--- config.mk ---
export PLATFORM = sky130hd
export DESIGN_NAME = sync_filter_flat
export DESIGN_NICKNAME = d
export VERILOG_FILES = /design/src/rtl/sync_filter_pkg.sv /design/src/rtl/sync_filter_if.sv /design/src/rtl/sync_filter_bit.sv /design/src/rtl/sync_filter.sv /design/src/flat_wrapper.sv
export SDC_FILE = /design/constraint.sdc
export NUM_CORES = 1
export LEC_CHECK = 0
export ABC_AREA = 1
export ABC_CLOCK_PERIOD_IN_PS = 1500
export CAP_MARGIN = 30
export CELL_PAD_IN_SITES_DETAIL_PLACEMENT = 0
export CELL_PAD_IN_SITES_GLOBAL_PLACEMENT = 2
export CORE_AREA = 2 2 75 77
export DETAILED_ROUTE_END_ITERATION = 16
export DIE_AREA = 0 0 77 79
export PLACE_DENSITY_LB_ADDON = 0.1
export SYNTH_ARGS = -nofsm -noshare
export SYNTH_HDL_FRONTEND = slang
export SYNTH_SLANG_ARGS = --single-unit
--- constraint.sdc ---
create_clock -name clk -period 1.5 [get_ports clk]
set_input_delay 0.15 -clock clk [delete_from_list [all_inputs] [get_ports clk]]
set_output_delay 0.15 -clock clk [all_outputs]
set_load 0.02 [all_outputs]
--- src/rtl/sync_filter_pkg.sv ---
// sync_filter_pkg: shared constants and helpers for the sync_filter block.
// Optional edge outputs are controlled by the SYNC_FILTER_EDGE_EN macro.
package sync_filter_pkg;

    // Fewest flops that still give a metastable first stage a full cycle to settle.
    localparam int SYNC_MIN_STAGES = 2;

    // Width of the per-bit stability counter. It never drops below one bit, so
    // FILTER_LEN = 1 still yields a legal vector.
    function automatic int cnt_width(input int filter_len);
        int w;
        w = $clog2(filter_len);
        return (w < 1) ? 1 : w;
    endfunction

endpackage

--- src/rtl/sync_filter_if.sv ---
// sync_filter_if: bundles the asynchronous input bus and the filtered outputs.
// The rise/fall vectors exist only when SYNC_FILTER_EDGE_EN is defined.
interface sync_filter_if #(
    parameter int WIDTH = 8
) ();

    logic [WIDTH-1:0] i_in;       // asynchronous input levels
    logic [WIDTH-1:0] o_out;      // filtered, synchronized levels
    logic             o_changed;  // one-cycle pulse when any o_out bit updates
`ifdef SYNC_FILTER_EDGE_EN
    logic [WIDTH-1:0] o_rise;     // per-bit 0->1 pulse
    logic [WIDTH-1:0] o_fall;     // per-bit 1->0 pulse
`endif

`ifdef SYNC_FILTER_EDGE_EN
    // Source of the asynchronous levels and consumer of the filtered result.
    modport master (
        output i_in,
        input  o_out,
        input  o_changed,
        input  o_rise,
        input  o_fall
    );

    // The filter itself.
    modport slave (
        input  i_in,
        output o_out,
        output o_changed,
        output o_rise,
        output o_fall
    );
`else
    // Source of the asynchronous levels and consumer of the filtered result.
    modport master (
        output i_in,
        input  o_out,
        input  o_changed
    );

    // The filter itself.
    modport slave (
        input  i_in,
        output o_out,
        output o_changed
    );
`endif

endinterface

--- src/rtl/sync_filter_bit.sv ---
// sync_filter_bit: one bit of the filter -- synchronizer chain, stability
// counter, output flop and change/edge flags. Edge flags are built only when
// SYNC_FILTER_EDGE_EN is defined.
module sync_filter_bit
    import sync_filter_pkg::*;
#(
    parameter int   STAGES     = 2,
    parameter int   FILTER_LEN = 4,
    parameter logic RESET_VAL  = 1'b0
) (
    input  logic clk,
    input  logic resetn,
    input  logic i_in,
    output logic o_out,
    output logic o_changed
`ifdef SYNC_FILTER_EDGE_EN
    ,
    output logic o_rise,
    output logic o_fall
`endif
);

    localparam int             CNT_W   = cnt_width(FILTER_LEN);
    localparam logic [CNT_W-1:0] CNT_MAX = CNT_W'(FILTER_LEN - 1);

    logic [STAGES-1:0] r_sync;
    logic              w_synced;
    logic [CNT_W-1:0]  r_cnt;
    logic              r_out;
    logic              r_changed;
    logic              w_accept;

    assign w_synced = r_sync[STAGES-1];

    // A new level is taken on the edge where it has differed from the current
    // output for FILTER_LEN consecutive edges, this one included.
    assign w_accept = (w_synced != r_out) && (r_cnt == CNT_MAX);

    // Shift the asynchronous level through the synchronizer chain.
    always_ff @(posedge clk) begin
        // NOTE: non-blocking assignments make every stage load the pre-edge
        // value of its neighbour, so data moves exactly one stage per clock.
        if (!resetn) begin
            r_sync <= {STAGES{RESET_VAL}};
        end else begin
            r_sync <= {r_sync[STAGES-2:0], i_in};
        end
    end

    // Count consecutive cycles of disagreement; any agreement discards credit.
    always_ff @(posedge clk) begin
        if (!resetn) begin
            r_cnt <= '0;
        end else if (w_synced == r_out) begin
            r_cnt <= '0;
        end else if (r_cnt == CNT_MAX) begin
            r_cnt <= '0;
        end else begin
            r_cnt <= r_cnt + 1'b1;
        end
    end

    // Output level and its change flag update together on acceptance.
    always_ff @(posedge clk) begin
        if (!resetn) begin
            r_out     <= RESET_VAL;
            r_changed <= 1'b0;
        end else begin
            r_changed <= w_accept;
            if (w_accept) begin
                r_out <= w_synced;
            end
        end
    end

    assign o_out     = r_out;
    assign o_changed = r_changed;

`ifdef SYNC_FILTER_EDGE_EN
    logic r_rise;
    logic r_fall;

    // Direction flags, aligned with the change flag.
    always_ff @(posedge clk) begin
        if (!resetn) begin
            r_rise <= 1'b0;
            r_fall <= 1'b0;
        end else begin
            r_rise <= w_accept &  w_synced;
            r_fall <= w_accept & ~w_synced;
        end
    end

    assign o_rise = r_rise;
    assign o_fall = r_fall;
`endif

endmodule

--- src/rtl/sync_filter.sv ---
// sync_filter: WIDTH independent synchronizer + glitch-filter slices. The
// per-bit change flags are ORed into a single o_changed pulse.
// Defining SYNC_FILTER_EDGE_EN adds per-bit o_rise/o_fall pulse vectors.
module sync_filter
    import sync_filter_pkg::*;
#(
    parameter int             WIDTH      = 8,
    parameter int             STAGES     = 2,
    parameter int             FILTER_LEN = 4,
    parameter logic [WIDTH-1:0] RESET_VAL  = '0
) (
    input  logic        clk,
    input  logic        resetn,
    sync_filter_if.slave bus
);

    // Reject configurations that cannot synchronize or filter.
    if (STAGES < SYNC_MIN_STAGES) begin : g_bad_stages
        $error("sync_filter: STAGES must be at least SYNC_MIN_STAGES");
    end
    if (FILTER_LEN < 1) begin : g_bad_filter_len
        $error("sync_filter: FILTER_LEN must be at least 1");
    end

    logic [WIDTH-1:0] w_out;
    logic [WIDTH-1:0] w_changed;
`ifdef SYNC_FILTER_EDGE_EN
    logic [WIDTH-1:0] w_rise;
    logic [WIDTH-1:0] w_fall;
`endif

    for (genvar gi = 0; gi < WIDTH; gi++) begin : g_bit
        sync_filter_bit #(
            .STAGES     (STAGES),
            .FILTER_LEN (FILTER_LEN),
            .RESET_VAL  (RESET_VAL[gi])
        ) u_bit (
            .clk       (clk),
            .resetn    (resetn),
            .i_in      (bus.i_in[gi]),
            .o_out     (w_out[gi]),
            .o_changed (w_changed[gi])
`ifdef SYNC_FILTER_EDGE_EN
            ,
            .o_rise    (w_rise[gi]),
            .o_fall    (w_fall[gi])
`endif
        );
    end

    assign bus.o_out     = w_out;
    assign bus.o_changed = |w_changed;
`ifdef SYNC_FILTER_EDGE_EN
    assign bus.o_rise    = w_rise;
    assign bus.o_fall    = w_fall;
`endif

endmodule
--- src/flat_wrapper.sv ---
// flat-port wrapper written by rule: the top's interface ports become plain ports
module sync_filter_flat import sync_filter_pkg::*;
#(
    parameter int             WIDTH      = 8,
    parameter int             STAGES     = 2,
    parameter int             FILTER_LEN = 4,
    parameter logic [WIDTH-1:0] RESET_VAL  = '0
)
  (clk, resetn, bus_i_in, bus_o_out, bus_o_changed);
  sync_filter_if #(.WIDTH(WIDTH)) bus_i ();
  input  logic clk;
  input  logic resetn;
  input wire logic [$bits(bus_i.i_in)-1:0] bus_i_in;
  output wire logic [$bits(bus_i.o_out)-1:0] bus_o_out;
  output wire logic [$bits(bus_i.o_changed)-1:0] bus_o_changed;
  assign bus_i.i_in = bus_i_in;
  assign bus_o_out = bus_i.o_out;
  assign bus_o_changed = bus_i.o_changed;
  sync_filter #(.WIDTH(WIDTH), .STAGES(STAGES), .FILTER_LEN(FILTER_LEN), .RESET_VAL(RESET_VAL)) u_core (.clk(clk), .resetn(resetn), .bus(bus_i));
endmodule
## Word-level counts from Yosys, hierarchy flattened

Index checks and enable logic that the tools add are counted.

- Add/subtract/negate cells: 8
- Eq/ne operators: 24
- Bitwise logic cells: 1
- Reductions and logical operators: 17

Operators by type and width:

| cell | count |
|---|---|
| $reduce_or 3->1 | 8 |
| $add 2x1->2 const B | 8 |
| $eq 2x2->1 const B | 8 |
| $eq 1x1->1 | 8 |
| $logic_and 1x1->1 | 8 |
| $ne 1x1->1 | 8 |
| $reduce_or 8->1 | 1 |
| $not 1->1 | 1 |

- Register bits after elaboration: 48
- Input port bits: 10
- Output and inout port bits: 9
- Word-level logic and storage cells: 82

## Longest topological paths before layout

Gate-level depths: netlist (run 1).

- Word-level depth: 2
- Gate-level depth with buffers: 6
- Mapped depth without buffers: 4

## Modules after synthesis

A second synthesis (run 1) with hierarchy kept.

- Cells, all modules: 215
- Area total of the unflattened synthesis: 1757.9 um^2

Modules (own cells, without submodules):

| module | instances | cells an instance | area an instance (um^2) | sequential area each (um^2) |
|---|---|---|---|---|
| sync_filter_bit | 8 | 25 | 212.7 | 120.1 |
| sync_filter | 1 | 15 | 56.3 | 0.0 |

## Worst setup path before layout (run 1)

Ideal clock, no wire load.

- Kind: register -> register
- From: reg u_core.g_bit[1].u_bit.r_cnt[0]
- To: reg u_core.g_bit[1].u_bit.r_out
- Setup time: 0.122 ns
- Arrival time: 0.727 ns
- Required time: 1.378 ns
- Slack: 0.652 ns
- Stages on the path, launching flop included: 4
- Period minus slack after synthesis: 0.848 ns
- Path through: dfxtp_1 ha_1 o21ai_0 a21oi_1

- Cells in the longest elaborated chain, start to end: 2

Ends and longest elaborated chain:

| element | line | text |
|---|---|---|
| start, declared | sync_filter_bit.sv:28 | `logic [CNT_W-1:0] r_cnt;` |
| start signal, assigned | sync_filter_bit.sv:59 | `r_cnt <= r_cnt + 1'b1;` |
| $eq 2x2->1 | sync_filter_bit.sv:37 | `assign w_accept = (w_synced != r_out) && (r_cnt == CNT_MAX);` |
| $logic_and 1x1->1 | sync_filter_bit.sv:37 |  |
| end signal, assigned | sync_filter_bit.sv:71 | `r_out <= w_synced;` |
| end, declared | sync_filter_bit.sv:29 | `logic r_out;` |

Every way passes these cells.
A chain may end at the register's enable or synchronous reset.

## Worst setup path after layout (run 1)

- From: reg u_core.g_bit[4].u_bit.r_out
- To: out bus_o_out[4]

RTL lines:

| element | line | text |
|---|---|---|
| start, declared | sync_filter_bit.sv:29 |  |
| start signal, assigned | sync_filter_bit.sv:71 |  |
| end, declared | flat_wrapper.sv:14 | `output wire logic [$bits(bus_i.o_out)-1:0] bus_o_out;` |

No word-level cell between the ends.

==> results of run 1 <==
registers in the layout, summed over array words and instances (netlist names):
name and cells:
u_core.g_bit.u_bit.r_sync 16, u_core.g_bit.u_bit.o_out 8, u_core.g_bit.u_bit.r_cnt 16, u_core.g_bit.u_bit.o_changed 8
through the flow:
step / util, % / worst slack (ns)
finish: 38.94 / 0.06419
floorplan: - / 0.6519
global route: 38.94 / 0.001253
global placement: 37.13 / 0.2390
CTS: 38.80 / 0.01907
detailed placement: 37.13 / 0.2204
repair_timing:
item | in CTS | in global routing
endpoints found under the setup margin | 1 | 3
resized for setup | 1 | 3
setup buffers | 0 | 0
worst max-delay path by stage:
stage / from / end / slack (ns) / cells after the start
detailed placement: resetn / u_core.g_bit[2].u_bit.r_cnt[0] / 0.22 / 5
global placement: resetn / u_core.g_bit[0].u_bit.r_cnt[0] / 0.24 / 5
CTS: u_core.g_bit[0].u_bit.o_out / bus_o_out[0] / 0.02 / 1
global route: u_core.g_bit[5].u_bit.o_out / bus_o_out[5] / 0.001 / 1
finish: u_core.g_bit[4].u_bit.o_out / bus_o_out[4] / 0.06 / 1
floorplan: u_core.g_bit[1].u_bit.r_cnt[0] / u_core.g_bit[1].u_bit.o_out / 0.65 / 3
per-layer routing:
| layer | up-vias | share of wire (%) | global-route usage, % |
|---|---|---|---|
| met5 | - | 0 | 0 |
| met4 | 0 | 2.0 | 4.821 |
| met3 | 7 | 4.4 | 4.205 |
| met2 | 19 | 47 | 16.40 |
| met1 | 525 | 46 | 10.76 |
| li1 | 655 | - | - |
cells by family after synthesis:
group | count (synthesis)
and+or+nand+nor | 89
adders and majority gates | 8
AOI/OAI and AO/OA | 14
buffers and inverters | 53
DFF | 48
cell usage in the layout (no fill, tap or decap):
cell type        instances
nand3_1                 10
buf_12                   1
dlymetal6s2s_1           3
nand2_1                 38
a21oi_1                  6
nand3_2                  4
clkbuf_8                 6
inv_1                   40
clkdlybuf4s50_1         14
clkbuf_1                 2
dlygate4sd2_1            1
nor2_1                  32
nand4_1                  1
nor2_4                   4
ha_1                     8
o21ai_0                  8
dfxtp_1                 48
inv_4                    1
layout make-up:
class	instances	area (sq um)
inverters	41	156.4
well taps	72	90.09
flip-flops and latches	48	960.9
clock buffers	8	90.09
multi-input cells	111	574.3
fillers	573	3259
repair buffers	19	206.4
power by group:
part | internal [mW] | switching (mW) | leakage [nW] | total [mW]
logic | 0.0467 | 0.0518 | 0.588 | 0.0984
registers | 1.30 | 0.00963 | 0.391 | 1.31
clock network | 0.376 | 0.397 | 0.0455 | 0.774
total | 1.72 | 0.459 | 1.02 | 2.18
==> results.sh, run 1 <==
export IMPL_path_delay_family="buffers and inverters"
export IMPL_finalPower_mw=2.181
export IMPL_synth_async_reset_ratio_pct=0
export IMPL_synth_edf_count=0
export IMPL_fin_tns_setup_ns=0
export IMPL_port_buffers=18
export IMPL_r2r_end="u_core.g_bit[2].u_bit.r_cnt[0]"
export IMPL_rsz0062_at_grt="no"
export IMPL_holdBufCountCts=0
export IMPL_hpwl_mm=1.879
export IMPL_whs_ns=0.3728
export IMPL_maxSlewViolCount=0
export IMPL_synth_top_area_share_pct=53.78
export IMPL_setup_viol=0
export IMPL_dp_cells=291
export IMPL_cts_tree="built"
export IMPL_cp_start_kind="register"
export IMPL_p_leak_nw=1.024
export IMPL_hold_class="input pin to register"
export IMPL_clock_path_buffers=2
export IMPL_ys_ff_latch=48
export IMPL_maxCapViolations=0
export IMPL_clock_sinks=48
export IMPL_min_path_cells=3
export IMPL_dieArea_sq_mm=0.006083
export IMPL_synth_top_cell_by_area="dfxtp_1"
export IMPL_grt_pass1_vias=1133
export IMPL_drt_vias_per_instance=4.033
export IMPL_path_cells="clkdlybuf4s50_1"
export IMPL_muxShareOfSynthArea_pct=0
export IMPL_clock_latency_ns=0.29
export IMPL_post_dp_cell_area_sq_mm=0.001982
export IMPL_synth_warning_count=0
export IMPL_synth_most_common_cell="dfxtp_1"
export IMPL_critPathMaxStageDelay_ns=0.62
export IMPL_wirelength_mm=2.646
export IMPL_period_share_pct=95.72
export IMPL_endpoint_kind="output port"
export IMPL_place_gp_congestion=0.7049
export IMPL_ir_worst_vdd_uv=396.9
export IMPL_die_x_um=77
export IMPL_fin_skew_ns=0.003744
export IMPL_core_sq_mm=0.005338
export IMPL_wl_per_cell_um=8.849
export IMPL_synth_distinct_cells=15
export IMPL_syn_area_sq_mm=0.001787
export IMPL_rrSetupSlack_ns=0.57
export IMPL_synthTopCellsByArea="dfxtp_1, inv_1, nand2_1"
export IMPL_synth_flop_cell="dfxtp_1"
export IMPL_synth_fa_ha_area_share_pct=5.602
export IMPL_worst_hold_path_endpoint="u_core.g_bit[0].u_bit.r_sync[0]"
export IMPL_grt_antenna_before_repair=0
export IMPL_synth_compound_area_share_pct=3.922
export IMPL_status="complete, no violations"
export IMPL_max_slew_worst_pin_slew_ns=0.2339
export IMPL_worstSetupPathType="register to output port"
export IMPL_start_util_pct=33.47
export IMPL_relSlewSlack_pct=84.41
export IMPL_fin_cells=299
export IMPL_drtIter0Drc=28
export IMPL_grt_usage_pct=9.822
export IMPL_dr_total_vias=1206
export IMPL_synth_xor_xnor_area_share_pct=0
export IMPL_area_growth_pct=16.32
export IMPL_timing_rr_start="u_core.g_bit[2].u_bit.r_cnt[0]"
export IMPL_cts_buffers=5
export IMPL_diodes=0
export IMPL_htree_levels=2
export IMPL_synthesis_nets=230
export IMPL_reg2regPathDepth=4
export IMPL_synthSimpleGateAreaFrac_pct=22.62
export IMPL_rows=27
export IMPL_power_density_mw_per_mm2=1050
export IMPL_synth_top_family_by_area="simple AND/OR/NAND/NOR gates"
export IMPL_cp_required_ns=1.35
export IMPL_grt_first_pass_wirelength_mm=4.671
export IMPL_slowest_stage="clkdlybuf4s50_1"
export IMPL_fin_area_sq_mm=0.002078
export IMPL_hold_start="bus_i_in[0]"
export IMPL_ant_nets=0
export IMPL_cts_root_buf="clkbuf_8"
export IMPL_path_max_fanout=4
export IMPL_hold_viol_final=0
export IMPL_ios=19
export IMPL_grt_ovfl_total=0
export IMPL_path_buf_inv=1
export IMPL_synth_cells=212
export IMPL_synth_avg_cell_area_sq_um=8.428
export IMPL_ys_top_cells_by_count="dfxtp_1, inv_1, nand2_1, nor2_1, nand3_1"
export IMPL_ys_seq_area_share_pct=53.78
export IMPL_cp_arrival_ns=1.29
export IMPL_drive_above_1_share_pct=7.048
export IMPL_period_minus_slack_ns=1.436
export IMPL_die_h_um=79
export IMPL_nets=244
export IMPL_drc_errors=0
export IMPL_first_pass_iters=4
export IMPL_clkSlewWorstSetupHoldPaths_ns=0.08
export IMPL_grt_max_degree=25
export IMPL_fmax_ghz=0.6965
(Power assumes the default switching activity.)
==> run 2: changes to the inputs <==
- ABC_AREA: 1 -> 0
- CAP_MARGIN: 30 -> 20
- CORE_AREA: 2 2 75 77 -> 2 2 69 71
- DIE_AREA: 0 0 77 79 -> 0 0 71 73
==> results.sh, run 2 <==
export IMPL_synth_top_cell_by_area="dfxtp_1"
export IMPL_die_x_um=71
export IMPL_status="complete, no violations"
export IMPL_clock_sinks=48
export IMPL_reg2regPathDepth=2
export IMPL_ys_ff_latch=48
export IMPL_maxSlewViolCount=0
export IMPL_post_cts_buffers=0
export IMPL_max_slew_worst_pin_slew_ns=0.2325
export IMPL_fin_skew_ns=0.003380
export IMPL_cts_tree="built"
export IMPL_hold_class="register to register"
export IMPL_grt_max_degree=49
export IMPL_drive_above_1_share_pct=10.83
export IMPL_grt_ovfl_total=0
export IMPL_relSlewSlack_pct=84.28
export IMPL_hold_start="u_core.g_bit[0].u_bit.r_cnt[0]"
export IMPL_cp_start_kind="register"
export IMPL_cts_buffers=5
export IMPL_syn_area_sq_mm=0.001697
export IMPL_grt_antenna_before_repair=0
export IMPL_path_max_fanout=3
export IMPL_synth_distinct_cells=14
export IMPL_cp_required_ns=1.35
export IMPL_cts_root_buf="clkbuf_8"
export IMPL_synth_flop_cell="dfxtp_1"
export IMPL_clock_path_buffers=2
export IMPL_nets=175
export IMPL_rsz0062_at_grt="no"
export IMPL_htree_levels=2
export IMPL_dieArea_sq_mm=0.005183
export IMPL_ys_top_cells_by_count="dfxtp_1, and2_1, buf_4, nand2_1"
export IMPL_multi_input_area_sq_um=653.1
export IMPL_whs_ns=0.4304
export IMPL_path_delay_family="buffers and inverters"
export IMPL_pwr_share_seq_pct=60.0
export IMPL_setup_viol=0
export IMPL_synth_warning_count=0
export IMPL_cts_resized_gates=1
export IMPL_drc_errors=0
export IMPL_intPower_mw=1.761
export IMPL_synth_edf_count=0
export IMPL_maxCapViolations=0
export IMPL_dr_total_vias=955
export IMPL_diodes=0
export IMPL_clkSlewWorstSetupHoldPaths_ns=0.08
export IMPL_start_util_pct=37.41
export IMPL_final_cell_mix="dfxtp_1, and2_1, clkdlybuf4s50_1"
export IMPL_period_minus_slack_ns=1.432
export IMPL_grt_usage_pct=10.25
export IMPL_place_gp_congestion=0.6228
export IMPL_synth_cells=144
export IMPL_synth_avg_cell_area_sq_um=11.78
export IMPL_netSwitchingFraction_pct=19.35
export IMPL_core_sq_mm=0.004536
export IMPL_synth_most_common_cell="dfxtp_1"
export IMPL_critPathMaxStageDelay_ns=0.62
export IMPL_reg_top3="u_core.g_bit.u_bit.r_cnt (16), u_core.g_bit.u_bit.r_sync (16)"
export IMPL_ios=19
export IMPL_p_leak_nw=0.7517
export IMPL_period_share_pct=95.44
export IMPL_slowest_stage="clkdlybuf4s50_1"
export IMPL_grt_first_pass_wirelength_mm=4.077
export IMPL_combPwrFrac_pct=3.7
export IMPL_path_cells="clkdlybuf4s50_1"
export IMPL_rows=25
export IMPL_mostFrequentLayoutCell="dfxtp_1"
export IMPL_path_buf_inv=1
export IMPL_wirelength_mm=2.213
export IMPL_drtIter0Drc=44
export IMPL_area_growth_pct=16.74
export IMPL_drt_vias_per_instance=4.526
export IMPL_ant_nets=0
export IMPL_holdBufCountCts=0
export IMPL_port_buffers=18
export IMPL_cp_arrival_ns=1.28
export IMPL_grt_pass1_vias=942
export IMPL_rrSetupSlack_ns=0.54
export IMPL_fmax_ghz=0.6985
export IMPL_fin_cells=211
export IMPL_synth_top_area_share_pct=56.64
export IMPL_worst_hold_path_endpoint="u_core.g_bit[0].u_bit.r_cnt[0]"
export IMPL_r2r_end="u_core.g_bit[5].u_bit.r_cnt[1]"
export IMPL_final_core_util_pct=43.67
export IMPL_synth_async_reset_ratio_pct=0
export IMPL_wl_per_cell_um=10.49
export IMPL_ys_seq_area_share_pct=56.64
export IMPL_finalPower_mw=2.184
export IMPL_hold_viol_final=0
export IMPL_synthesis_nets=162
export IMPL_worstSetupPathType="register to output port"
export IMPL_fin_tns_setup_ns=0
export IMPL_ff_latch_area_sq_um=960.9
export IMPL_clock_latency_ns=0.29
export IMPL_power_density_mw_per_mm2=1103
export IMPL_p_clk_share_pct=36.3
export IMPL_ir_worst_vdd_uv=525.9
export IMPL_first_pass_iters=3
export IMPL_timing_rr_start="u_core.g_bit[5].u_bit.o_out"
export IMPL_synthTopCellsByArea="dfxtp_1, and2_1, and4bb_2"
export IMPL_dp_cells=204
export IMPL_min_path_cells=1
export IMPL_die_h_um=73
export IMPL_p_sw_mw=0.4225
export IMPL_fillers=443
export IMPL_endpoint_kind="output port"
-- run 2: worst max-delay path by stage --
stage,start,endpoint,cells past startpoint
2_1_floorplan,u_core.g_bit[0].u_bit.r_cnt[0],u_core.g_bit[0].u_bit.r_cnt[1],2
3_3_place_gp,u_core.g_bit[6].u_bit.o_changed,bus_o_changed,3
3_5_place_dp,u_core.g_bit[6].u_bit.o_changed,bus_o_changed,3
4_1_cts,u_core.g_bit[5].u_bit.o_out,bus_o_out[5],1
5_1_grt,u_core.g_bit[0].u_bit.o_out,bus_o_out[0],1
6_report,u_core.g_bit[0].u_bit.o_out,bus_o_out[0],1
-- run 2: logic make-up (layout without fill, tap and decap cells) --
logic type    count (synthesis)  in the layout  synth area share [%]
flops                        48             48                 56.64
mux                           8              8                 4.720
xor+xnor                      8              8                 4.130
simple gates                 59             59                 23.38
fa+ha+maj                     8              8                 5.900
buf+inv                      13             26                 5.236
-- run 2: layout make-up --
cell class	count	area share [%]
clock buffers	7	4.864
repair buffers	19	10.23
well taps	54	3.411
multi-input cells	83	32.98
flip-flops and latches	48	48.52
-- run 2: metrics by stage --
stage	setup slack (ns)	instance area, sq um
detailed placement	0.1760	1876
floorplan	0.6229	1697
global placement	0.1939	1876
global route	0.002810	1981
finish	0.06839	1981
CTS	0.02816	1971
-- run 2: power groups by stage --
stage          Clock (mW)  Sequential [mW]  Combinational [mW]
3_3_place_gp            0             1.34              0.0795
2_1_floorplan           0             1.34              0.0492
4_1_cts             0.829             1.31              0.0818
3_5_place_dp            0             1.34              0.0818
5_1_grt             0.885             1.31              0.0913
6_report            0.793             1.31              0.0800
-- run 2: layer usage --
layer / vias to the layer above / global-route usage (%) / wire length [um]
met5: - / 0 / 0
met4: 0 / 5.660 / 33
met3: 4 / 4.696 / 121
met2: 17 / 15.37 / 942
met1: 432 / 12.22 / 1116
li1: 502 / - / -
